===== src/rtl/branch_unit.sv =====
// branch_unit
//   Resolves branch/jump/call/return redirects for a small sequencer core.
//   The redirect (branch_en/target) is combinational so the PC register
//   consumes it at the same edge the instruction executes.  Holds a
//   12-bit jump-target table and a LIFO return-address stack.
//
// Ports
//   CLK        sole clock, all state updates on posedge
//   init       synchronous active-high reset
//   halt       freezes everything except jump-table writes
//   pc         PC of the executing instruction
//   op         0 NONE, 1 BEQZ, 2 BNEZ, 3 JMP, 4 CALL, 5 RET, 6-7 NONE
//   zero       ALU zero flag for BEQZ/BNEZ
//   imm        signed PC-relative offset, or table index in imm[4:0]
//   lut_we/lut_addr/lut_wdata  jump-table write port
//   branch_en  redirect PC this cycle
//   target     redirect address (0 when branch_en=0)
//   stk_ovf    sticky: CALL attempted on a full stack
//   stk_unf    sticky: RET attempted on an empty stack
//   taken_cnt  saturating count of taken redirects

module branch_unit #(
    parameter int STACK_DEPTH = 4,
    parameter int LUT_DEPTH   = 32
) (
    input  logic        CLK,
    input  logic        init,
    input  logic        halt,
    input  logic [11:0] pc,
    input  logic [2:0]  op,
    input  logic        zero,
    input  logic [7:0]  imm,
    input  logic        lut_we,
    input  logic [4:0]  lut_addr,
    input  logic [11:0] lut_wdata,
    output logic        branch_en,
    output logic [11:0] target,
    output logic        stk_ovf,
    output logic        stk_unf,
    output logic [15:0] taken_cnt
);

    // Pointer needs one extra bit so it can hold STACK_DEPTH (full).
    localparam int PW = $clog2(STACK_DEPTH) + 1;

    typedef enum logic [2:0] {
        OP_NONE = 3'd0,
        OP_BEQZ = 3'd1,
        OP_BNEZ = 3'd2,
        OP_JMP  = 3'd3,
        OP_CALL = 3'd4,
        OP_RET  = 3'd5
    } op_e;

    logic [11:0]   lut_q [LUT_DEPTH];
    logic [11:0]   lut_d [LUT_DEPTH];
    logic [11:0]   stk_q [STACK_DEPTH];
    logic [11:0]   stk_d [STACK_DEPTH];
    logic [PW-1:0] sp_q, sp_d;
    logic          ovf_q, ovf_d;
    logic          unf_q, unf_d;
    logic [15:0]   cnt_q, cnt_d;

    logic [11:0]   lut_rd;
    logic [11:0]   tos;
    logic [11:0]   rel_tgt;
    logic          stk_empty;
    logic          stk_full;
    logic          do_push;
    logic          do_pop;
    logic          set_ovf;
    logic          set_unf;

    // Table and stack reads are decoded with compares rather than direct
    // indexing so out-of-range indices simply read as 0.
    always_comb begin
        lut_rd = '0;
        for (int i = 0; i < LUT_DEPTH; i++) begin
            if (imm[4:0] == 5'(i)) lut_rd = lut_q[i];
        end
    end

    always_comb begin
        tos = '0;
        for (int i = 0; i < STACK_DEPTH; i++) begin
            if (sp_q == PW'(i + 1)) tos = stk_q[i];
        end
    end

    assign stk_empty = (sp_q == '0);
    assign stk_full  = (sp_q == PW'(STACK_DEPTH));
    assign rel_tgt   = pc + {{4{imm[7]}}, imm};

    always_comb begin
        branch_en = 1'b0;
        target    = '0;
        do_push   = 1'b0;
        do_pop    = 1'b0;
        set_ovf   = 1'b0;
        set_unf   = 1'b0;
        if (!init && !halt) begin
            case (op)
                OP_BEQZ: begin
                    if (zero) begin
                        branch_en = 1'b1;
                        target    = rel_tgt;
                    end
                end
                OP_BNEZ: begin
                    if (!zero) begin
                        branch_en = 1'b1;
                        target    = rel_tgt;
                    end
                end
                OP_JMP: begin
                    branch_en = 1'b1;
                    target    = lut_rd;
                end
                OP_CALL: begin
                    // A full stack still redirects; only the push is lost.
                    branch_en = 1'b1;
                    target    = lut_rd;
                    if (stk_full) set_ovf = 1'b1;
                    else          do_push = 1'b1;
                end
                OP_RET: begin
                    if (stk_empty) begin
                        set_unf = 1'b1;
                    end else begin
                        branch_en = 1'b1;
                        target    = tos;
                        do_pop    = 1'b1;
                    end
                end
                default: ;
            endcase
        end
    end

    always_comb begin
        lut_d = lut_q;
        // Table writes ignore halt so firmware can preload while stalled.
        if (lut_we) begin
            for (int i = 0; i < LUT_DEPTH; i++) begin
                if (lut_addr == 5'(i)) lut_d[i] = lut_wdata;
            end
        end

        stk_d = stk_q;
        sp_d  = sp_q;
        if (do_push) begin
            for (int i = 0; i < STACK_DEPTH; i++) begin
                if (sp_q == PW'(i)) stk_d[i] = pc + 12'd1;
            end
            sp_d = sp_q + PW'(1);
        end else if (do_pop) begin
            sp_d = sp_q - PW'(1);
        end

        ovf_d = ovf_q | set_ovf;
        unf_d = unf_q | set_unf;
        cnt_d = (branch_en && cnt_q != 16'hFFFF) ? cnt_q + 16'd1 : cnt_q;
    end

    always_ff @(posedge CLK) begin
        if (init) begin
            lut_q <= '{default: '0};
            stk_q <= '{default: '0};
            sp_q  <= '0;
            ovf_q <= 1'b0;
            unf_q <= 1'b0;
            cnt_q <= '0;
        end else begin
            lut_q <= lut_d;
            stk_q <= stk_d;
            sp_q  <= sp_d;
            ovf_q <= ovf_d;
            unf_q <= unf_d;
            cnt_q <= cnt_d;
        end
    end

    assign stk_ovf   = ovf_q;
    assign stk_unf   = unf_q;
    assign taken_cnt = cnt_q;

endmodule


===== config.mk =====
export PLATFORM = sky130hd
export DESIGN_NAME = branch_unit
export DESIGN_NICKNAME = d
export VERILOG_FILES = /design/src/rtl/branch_unit.sv
export SDC_FILE = /design/constraint.sdc
export NUM_CORES = 1
export LEC_CHECK = 0
export BUFFER_PORTS_ARGS = -buffer_cell sky130_fd_sc_hd__buf_2
export CORE_ASPECT_RATIO = 0.9
export CORE_MARGIN = 2
export CORE_UTILIZATION = 55
export DETAILED_ROUTE_END_ITERATION = 7
export PLACE_DENSITY = 0.73
export RECOVER_POWER = 100
export SLEW_MARGIN = 20
export SYNTH_ARGS = -nofsm -noshare
export SYNTH_HDL_FRONTEND = slang
export SYNTH_SLANG_ARGS = --single-unit

===== constraint.sdc =====
create_clock -name CLK -period 6.4 [get_ports CLK]
set_clock_uncertainty 0.15 [all_clocks]
set_input_delay 1.28 -clock CLK [delete_from_list [all_inputs] [get_ports CLK]]
set_output_delay 1.28 -clock CLK [all_outputs]
set_load 0.03 [all_outputs]

=== After elaboration in Yosys (flattened, before gate mapping) ===
Cells that the tools add are included.

* Register bits after elaboration: 453
* Input bits: 45
* Output and inout bits: 31

* $add $sub $neg: 5
* Eq/ne operators: 72
* Muxes and demuxes: 59
* Bitwise logic cells: 2
* Reduce and logical (&&, ||, !) cells: 45

{| class="wikitable"
|+ Operators by type and width
! kind !! count
|-
| 2-to-1 mux 12 bit || 40
|-
| == test 5 bit, second input constant || 32
|-
| == test 5 x 4 -> 1 bit, second input constant || 16
|-
| AND reduction 2 bit || 36
|-
| case mux 12 bit (4 select lines) || 1
|-
| == test 5 x 3 -> 1 bit, second input constant || 8
|-
| == test 5 x 2 -> 1 bit, second input constant || 4
|-
| adder 16 x 1 -> 16 bit, second input constant || 1
|-
| inequality test 16 bit, second input constant || 1
|-
| 2-to-1 mux 1 bit || 15
|-
| adder 12 x 1 -> 12 bit, second input constant || 1
|-
| adder 12 bit || 1
|-
| == test 3 x 2 -> 1 bit, second input constant || 4
|-
| == test 5 x 1 -> 1 bit, second input constant || 2
|-
| zero test 5 bit || 2
|-
| == test 3 bit, second input constant || 3
|-
| == test 3 x 1 -> 1 bit, second input constant || 2
|-
| 2-to-1 mux 3 bit || 2
|-
| case mux 1 bit (4 select lines) || 1
|-
| adder 3 x 1 -> 3 bit, second input constant || 1
|-
| zero test 3 bit || 1
|-
| subtractor 3 x 1 -> 3 bit, second input constant || 1
|-
| logical AND 1 bit || 2
|-
| zero test 1 bit || 2
|-
| 3 further kinds || 4
|}

=== Longest topological paths before layout ===
Gate-level depths: netlist of the first run.

* Depth after elaboration: 35
* Gate-level depth with buffers: 11
* Depth with buffers taken out: 9

=== Worst setup path before layout of the first run ===
Ideal clock, no wire load.

* Path kind: input port to output port
* Start: input port imm[1]
* End: output port target[6]
* Data arrival time: 3,366 ps
* Required time: 4,970 ps
* Setup slack: 1,604 ps
* Cell stages on the path: 11
* Path buffers: 4
* Path through: buf_6 > buf_4 > buf_4 > nand2_1 > buf_2 > o211ai_1 > o21ai_0 > a21oi_1 > a221oi_1 > o211ai_1 > a211oi_1

* Longest elaborated chain between the ends: 35
* Elaborated cells between the ends (all ways): 69
* Those cells by class: 1 x add/sub; 31 x eq/ne; 36 x mux; 1 x reduce/logical

{| class="wikitable"
|+ Ends and longest elaborated chain
! item !! line !! source
|-
| from (decl) || 32 || <nowiki>input logic [7:0] imm,</nowiki>
|-
| zero test 5 bit || 79 || <nowiki>if (imm[4:0] == 5'(i)) lut_rd = lut_q[i];</nowiki>
|-
| 2-to-1 mux 12 bit (32 in series) || 79 ||
|-
| case mux 12 bit (4 select lines) (*) || 102 || <nowiki>case (op)</nowiki>
|-
| 2-to-1 mux 12 bit (*) || 101 || <nowiki>if (!init && !halt) begin</nowiki>
|-
| to (decl) || 37 || <nowiki>output logic [11:0] target,</nowiki>
|}

Mark *: on every way between the ends. The rest lies on a longest branch, timed or not.

=== Final worst setup path of the first run ===
* Start: input port imm[2]
* End: output port target[10]

Same word-level chain as after synthesis.

==> flow_summary.toml, run 1 <==
[cts]
path_clk_slew_ns = 0.06
hold_buffers = 0
cts_tree = "yes"
clkSinkCount = 453
cts_buffers = 47
clk_latency_ns = 0.59
cts-root-buf = "clkbuf_16"
htree_num_levels = 2
cts_resized = 0
clk_path_buf_depth = 3
post_cts_buffers = 0

[routing]
drtIter0Drc = 3475
vias_per_cell = 6.60
ant_nets = 0
wl_per_cell_um = 26.1
drc = 0
dr.pass1.iters = 6
wl_um = 90500
vias = 22912

[setup_path]
crit_type = "in2out"
cp_slowest_cell = "nor3b_1"
critical_path.max_stage_delay_ns = 0.76
cp-end-kind = "primary output"
path_cells = "clkbuf_2 -> clkbuf_1 -> nor3b_1 -> buf_4 -> a2bb2oi_1 -> o311ai_1 -> a311oi_1 -> a2111oi_0 -> a221o_1 -> buf_2"
regToRegSetupSlack_ns = 2.94
r2r-end = "stk_q[1]$_SDFFE_PP0P_"
arrival_ns = 4.67
crit_fanout = 30
critPathLaunchType = "primary input"
reg2regPathDepth = 7
r2r-start = "sp_q[0]$_SDFFE_PP0P_"
required_ns = 4.97

[outcome]
status = "complete, but fails checks"
violations = "max-capacitance violations, max-slew violations"

[timing]
slew_headroom_pct = -48.3
hold_viol = 0
slew_violations = 254
min_period_ns = 6.10
rsz0062_at_grt = "false"
worst_slack_ns = 0.305
tns_ns = 0
worst_pin_slew_ns = 2.23
max_freq_mhz = 164
holdWs_ns = 0.303
setup_viol = 0
fin_crit_sh_pct = 95.2

[place]
hpwl_um = 62100
dp_slack_ns = 0.688
routabilityCongestion = 1.12
port_buffers = 75

[die]
die_area_um2 = 42000
ios = 76
die_w_um = 216
dieHeight_um = 195
rows = 69
start_util_pct = 56.0
core_um2 = 39600

[grt]
grt_antenna_before_repair = 3
grt_pass1_vias = 20748
grt_pass1_wl_um = 134000
track_usage_pct = 41.9
gr-total-overflow = 0
grt_max_degree = 101

[logic_synthesis]
synthTopCellsByArea = "dfxtp_1 41%, nand2_1 15%, a21oi_1 11%"
syn-cell-area_um2 = 22200
ys_warn_count = 0
synthDistinctLibCells = 87
synth.yosys.seq_area_share_pct = 40.9
synthCells = 2987
synth_top_area_cell = "dfxtp_1"
syn_avg_cell_area_um2 = 7.43
synth_edf_count = 0
synthFlopType = "dfxtp_1"
syn_nets = 3052
ys_async_sr_fraction_pct = 0
yosysTopAreaCellShare_pct = 40.9
ys_ff_latch = 453

[final_layout]
layout_common_cells = "857 x nand2_1, 482 x a21oi_1, 453 x dfxtp_1"
drive_above_1_share_pct = 8.03
area_delta_synth_final_pct = 8.66
layout.nets = 2973
multi_input_area_um2 = 12000
final-seq-area_um2 = 9070
layout_commonest_cell = "nand2_1"
nFillCells = 3615

[worst_hold_path]
holdPathEnd = "lut_q[158]$_SDFFE_PP0P_"
hold_start = "lut_q[158]$_SDFFE_PP0P_"
whs_path_depth = 2
holdCritPathClass = "reg2reg"

[power]
ir_drop_mv = 0.261
power_uw = 6220
leakagePower_uw = 0.00783
pwr_density_cell_nw_per_um2 = 258

[run]
cap_violations = 4
## cells by family (layout without fill, tap and decap cells)
group / after synthesis / in the layout / share of synthesized area, %
other: 0 / 1 / 0
xor gates and xnor gates: 33 / 33 / 1.30
and+or+nand+nor: 1273 / 1273 / 24.1
muxes: 81 / 81 / 4.60
DFF: 453 / 453 / 40.9
AOI/OAI and AO/OA: 853 / 853 / 22.8
adders and majority gates: 20 / 20 / 1.16
buffers and inverters: 274 / 226 / 5.18
## worst max path at each step
| stage | from | end | slack, ns | cells after the start |
|---|---|---|---|---|
| CTS | imm[0] | target[1] | 0.69 | 10 |
| detailed placement | imm[0] | target[1] | 0.69 | 10 |
| floorplan | imm[1] | target[6] | 1.60 | 11 |
| global placement | imm[0] | target[1] | 0.68 | 10 |
| finish | imm[2] | target[10] | 0.30 | 10 |
| global route | imm[2] | target[10] | 0.30 | 10 |
## worst max-delay path, delay by kind of cell
kind	cells	cell delay, ns
compound gates	5	1.29
simple gates	1	0.76
buf+inv	4	1.32
## synth_stat cells (all sizes together), types with 11 or more instances
library cell / n
nor2: 173
a221oi: 15
a211oi: 57
mux2i: 40
ha: 19
o21ai: 108
nand3b: 11
buf: 62
mux4: 14
clkbuf: 196
o221ai: 14
nand2b: 20
and3: 11
a21oi: 482
nor3: 29
and2: 11
mux2: 27
nor2b: 24
inv: 16
xor2: 13
o22ai: 31
dfxtp: 453
nand3: 87
a22oi: 24
nand2: 857
xnor2: 20
o211ai: 20
## power breakdown
part	total, µW	switching [µW]	internal (µW)
logic	595	444	151
registers	2860	15.9	2840
clock network	2770	1210	1560
## layout make-up
type / count / area share, %
tap: 532 / 2.76
sequential: 453 / 37.6
clock inverter: 16 / 0.815
timing repair buffer: 130 / 3.36
antenna: 1 / 0.0104
clock buffer: 64 / 5.56
multi-input combinational: 2260 / 49.6
inverter: 16 / 0.249
## per-stage QoR
stage                     util [%]  cell area (µm²)  instances
after floorplan                  -            22200       2987
after global placement        57.1            22600       3391
after detailed placement      57.1            22600       3391
after CTS                     61.0            24200       3471
after global routing          60.8            24100       3471
final                         60.8            24100       3472
## metal layers
layer / vias up / GRT usage [%] / wire [µm]
met4: 4 / 14.7 / 3290
met1: 10832 / 62.5 / 37800
met3: 258 / 12.2 / 13500
met2: 1663 / 56.9 / 36000
met5: - / 0 / 26
li1: 10155 / - / -
## sequential cells by signal (all words and copies together) (netlist names)
| name | cells |
|---|---|
| taken_cnt | 16 |
| sp_q | 3 |
| lut_q | 384 |
| stk_ovf | 1 |
| stk_q | 48 |
| stk_unf | 1 |
Power figures use the tool's default switching activity.
==> inputs of run 2 (changes only) <==
Settings changed: CAP_MARGIN set to 0, CORE_UTILIZATION 55 to 50, PLACE_DENSITY 0.73 to 0.7.
Clock period 6.4 ns to 5.35 ns, I/O delays scaled along.
==> flow_summary.toml, run 2 (same netlist as run 1, synthesis figures left out) <==
[outcome]
status = "complete, but fails checks"
violations = "max-capacitance violations, max-slew violations"

[power]
pwr_density_cell_nw_per_um2 = 307
leakagePower_uw = 0.00799
ir_drop_mv = 0.249

[setup_path]
cp-end-kind = "primary output"
path_buf_inv = 4
required_ns = 4.13
critical_path.max_stage_delay_ns = 0.38
crit_type = "in2out"
cp_slowest_cell = "buf_4"
crit_fanout = 32
arrival_ns = 4.11
critPathLaunchType = "primary input"
crit_family = "compound AO/OA/AOI/OAI gates"
path_cells = "buf_4 -> nand2b_1 -> clkbuf_2 -> o22ai_1 -> a2bb2oi_1 -> nor2_1 -> o22ai_1 -> a41oi_1 -> buf_4 -> o21a_1 -> buf_2"

[cts]
path_clk_slew_ns = 0.05
htree_num_levels = 2
hold_buffers = 0
cts_tree = "yes"
clkSinkCount = 453
cts-root-buf = "clkbuf_16"
clk_path_buf_depth = 3
clk_latency_ns = 0.60
cts_buffers = 46
post_cts_buffers = 0
cts_resized = 0

[routing]
vias_per_cell = 6.34
drtIter0Drc = 3819
drc = 0
vias = 22668
dr.pass1.iters = 8
ant_nets = 0
wl_um = 90100
wl_per_cell_um = 25.2

[grt]
grt_max_degree = 228
grt_antenna_before_repair = 1
grt_pass1_vias = 20505
gr-total-overflow = 0
track_usage_pct = 38.4
grt_pass1_wl_um = 133000

[timing]
max_freq_mhz = 187
slew_violations = 212
min_period_ns = 5.33
tns_ns = 0
holdWs_ns = 0.301
setup_viol = 0
worst_pin_slew_ns = 2.15
slew_headroom_pct = -43.3
fin_crit_sh_pct = 99.7
hold_viol = 0
rsz0062_at_grt = "false"

[final_layout]
layout_common_cells = "857 x nand2_1, 482 x a21oi_1, 453 x dfxtp_1"
drive_above_1_share_pct = 8.94
area_delta_synth_final_pct = 10.3
fin_util_pct = 55.6
insertedDiodeCount = 0
largest_reg_flops = 384
regMostFlops = "lut_q"
layout.nets = 3002
layout_commonest_cell = "nand2_1"

[place]
routabilityCongestion = 1.06
port_buffers = 75
hpwl_um = 61700

[die]
die_area_um2 = 46100
rows = 73
dieHeight_um = 204
core_um2 = 44000
ios = 76
die_w_um = 226
start_util_pct = 50.4

[run]
cap_violations = 6

[worst_hold_path]
holdCritPathClass = "reg2reg"
run 2: cell types whose count changed in the layout (fill, tap and decap cells not counted), moves of 3 or more:
cell	previous run	this run
buf_4	47	70
clkbuf_8	8	12
clkbuf_1	36	44
clkinv_2	7	4
run 2: power breakdown:
part,total (µW),switching (µW),internal [µW]
Clock,3380,1430,1950
Sequential,3410,18.6,3400
Combinational,718,524,194
run 2: cell type report:
class	count	area [µm²]
inverters	16	60.1
flip-flops and latches	453	9070
fillers	4217	19600
clock inverters	12	185
well taps	600	751
clock buffers	73	1390
repair buffers	160	1040
multi-input cells	2260	12000
run 2: final timing paths:
kind / endpoint / slack [ns] / startpoint / depth (start not counted)
max reg2reg: stk_q[1]$_SDFFE_PP0P_ / 1.83 / sp_q[1]$_SDFFE_PP0P_ / 8
min: lut_q[357]$_SDFFE_PP0P_ / 0.30 / lut_q[357]$_SDFFE_PP0P_ / 2
max: target[5] / 0.02 / imm[1] / 11
min reg2reg: lut_q[357]$_SDFFE_PP0P_ / 0.30 / lut_q[357]$_SDFFE_PP0P_ / 2
run 2: stage by stage:
step           total power [µW]  cell area (µm²)  std cells  setup WS, ns
2_1_floorplan              3900            22200       2987         0.974
3_3_place_gp               4170            23000       3489         0.135
3_5_place_dp               4180            23000       3489         0.160
4_1_cts                    7490            24600       3574         0.140
5_1_grt                    7690            24500       3574        0.0289
6_report                   7510            24500       3574        0.0157
run 2: worst reg2reg max path, stage by stage, from the launching register on:
cell      delay, ns
dfxtp_1        0.39
inv_1          0.10
ha_1           0.18
clkbuf_1       0.36
and2_0         0.60
nor2_1         0.32
and2_0         0.93
mux2i_1        0.28
nor2_1         0.05
run 2: metal layers:
| layer | track usage (%) | vias to the layer above | routed length, µm |
|---|---|---|---|
| met1 | 57.8 | 10824 | 39100 |
| met5 | 0 | - | 0 |
| li1 | - | 10215 | - |
| met2 | 53.8 | 1449 | 36700 |
| met3 | 8.71 | 180 | 11200 |
| met4 | 12.5 | 0 | 2990 |
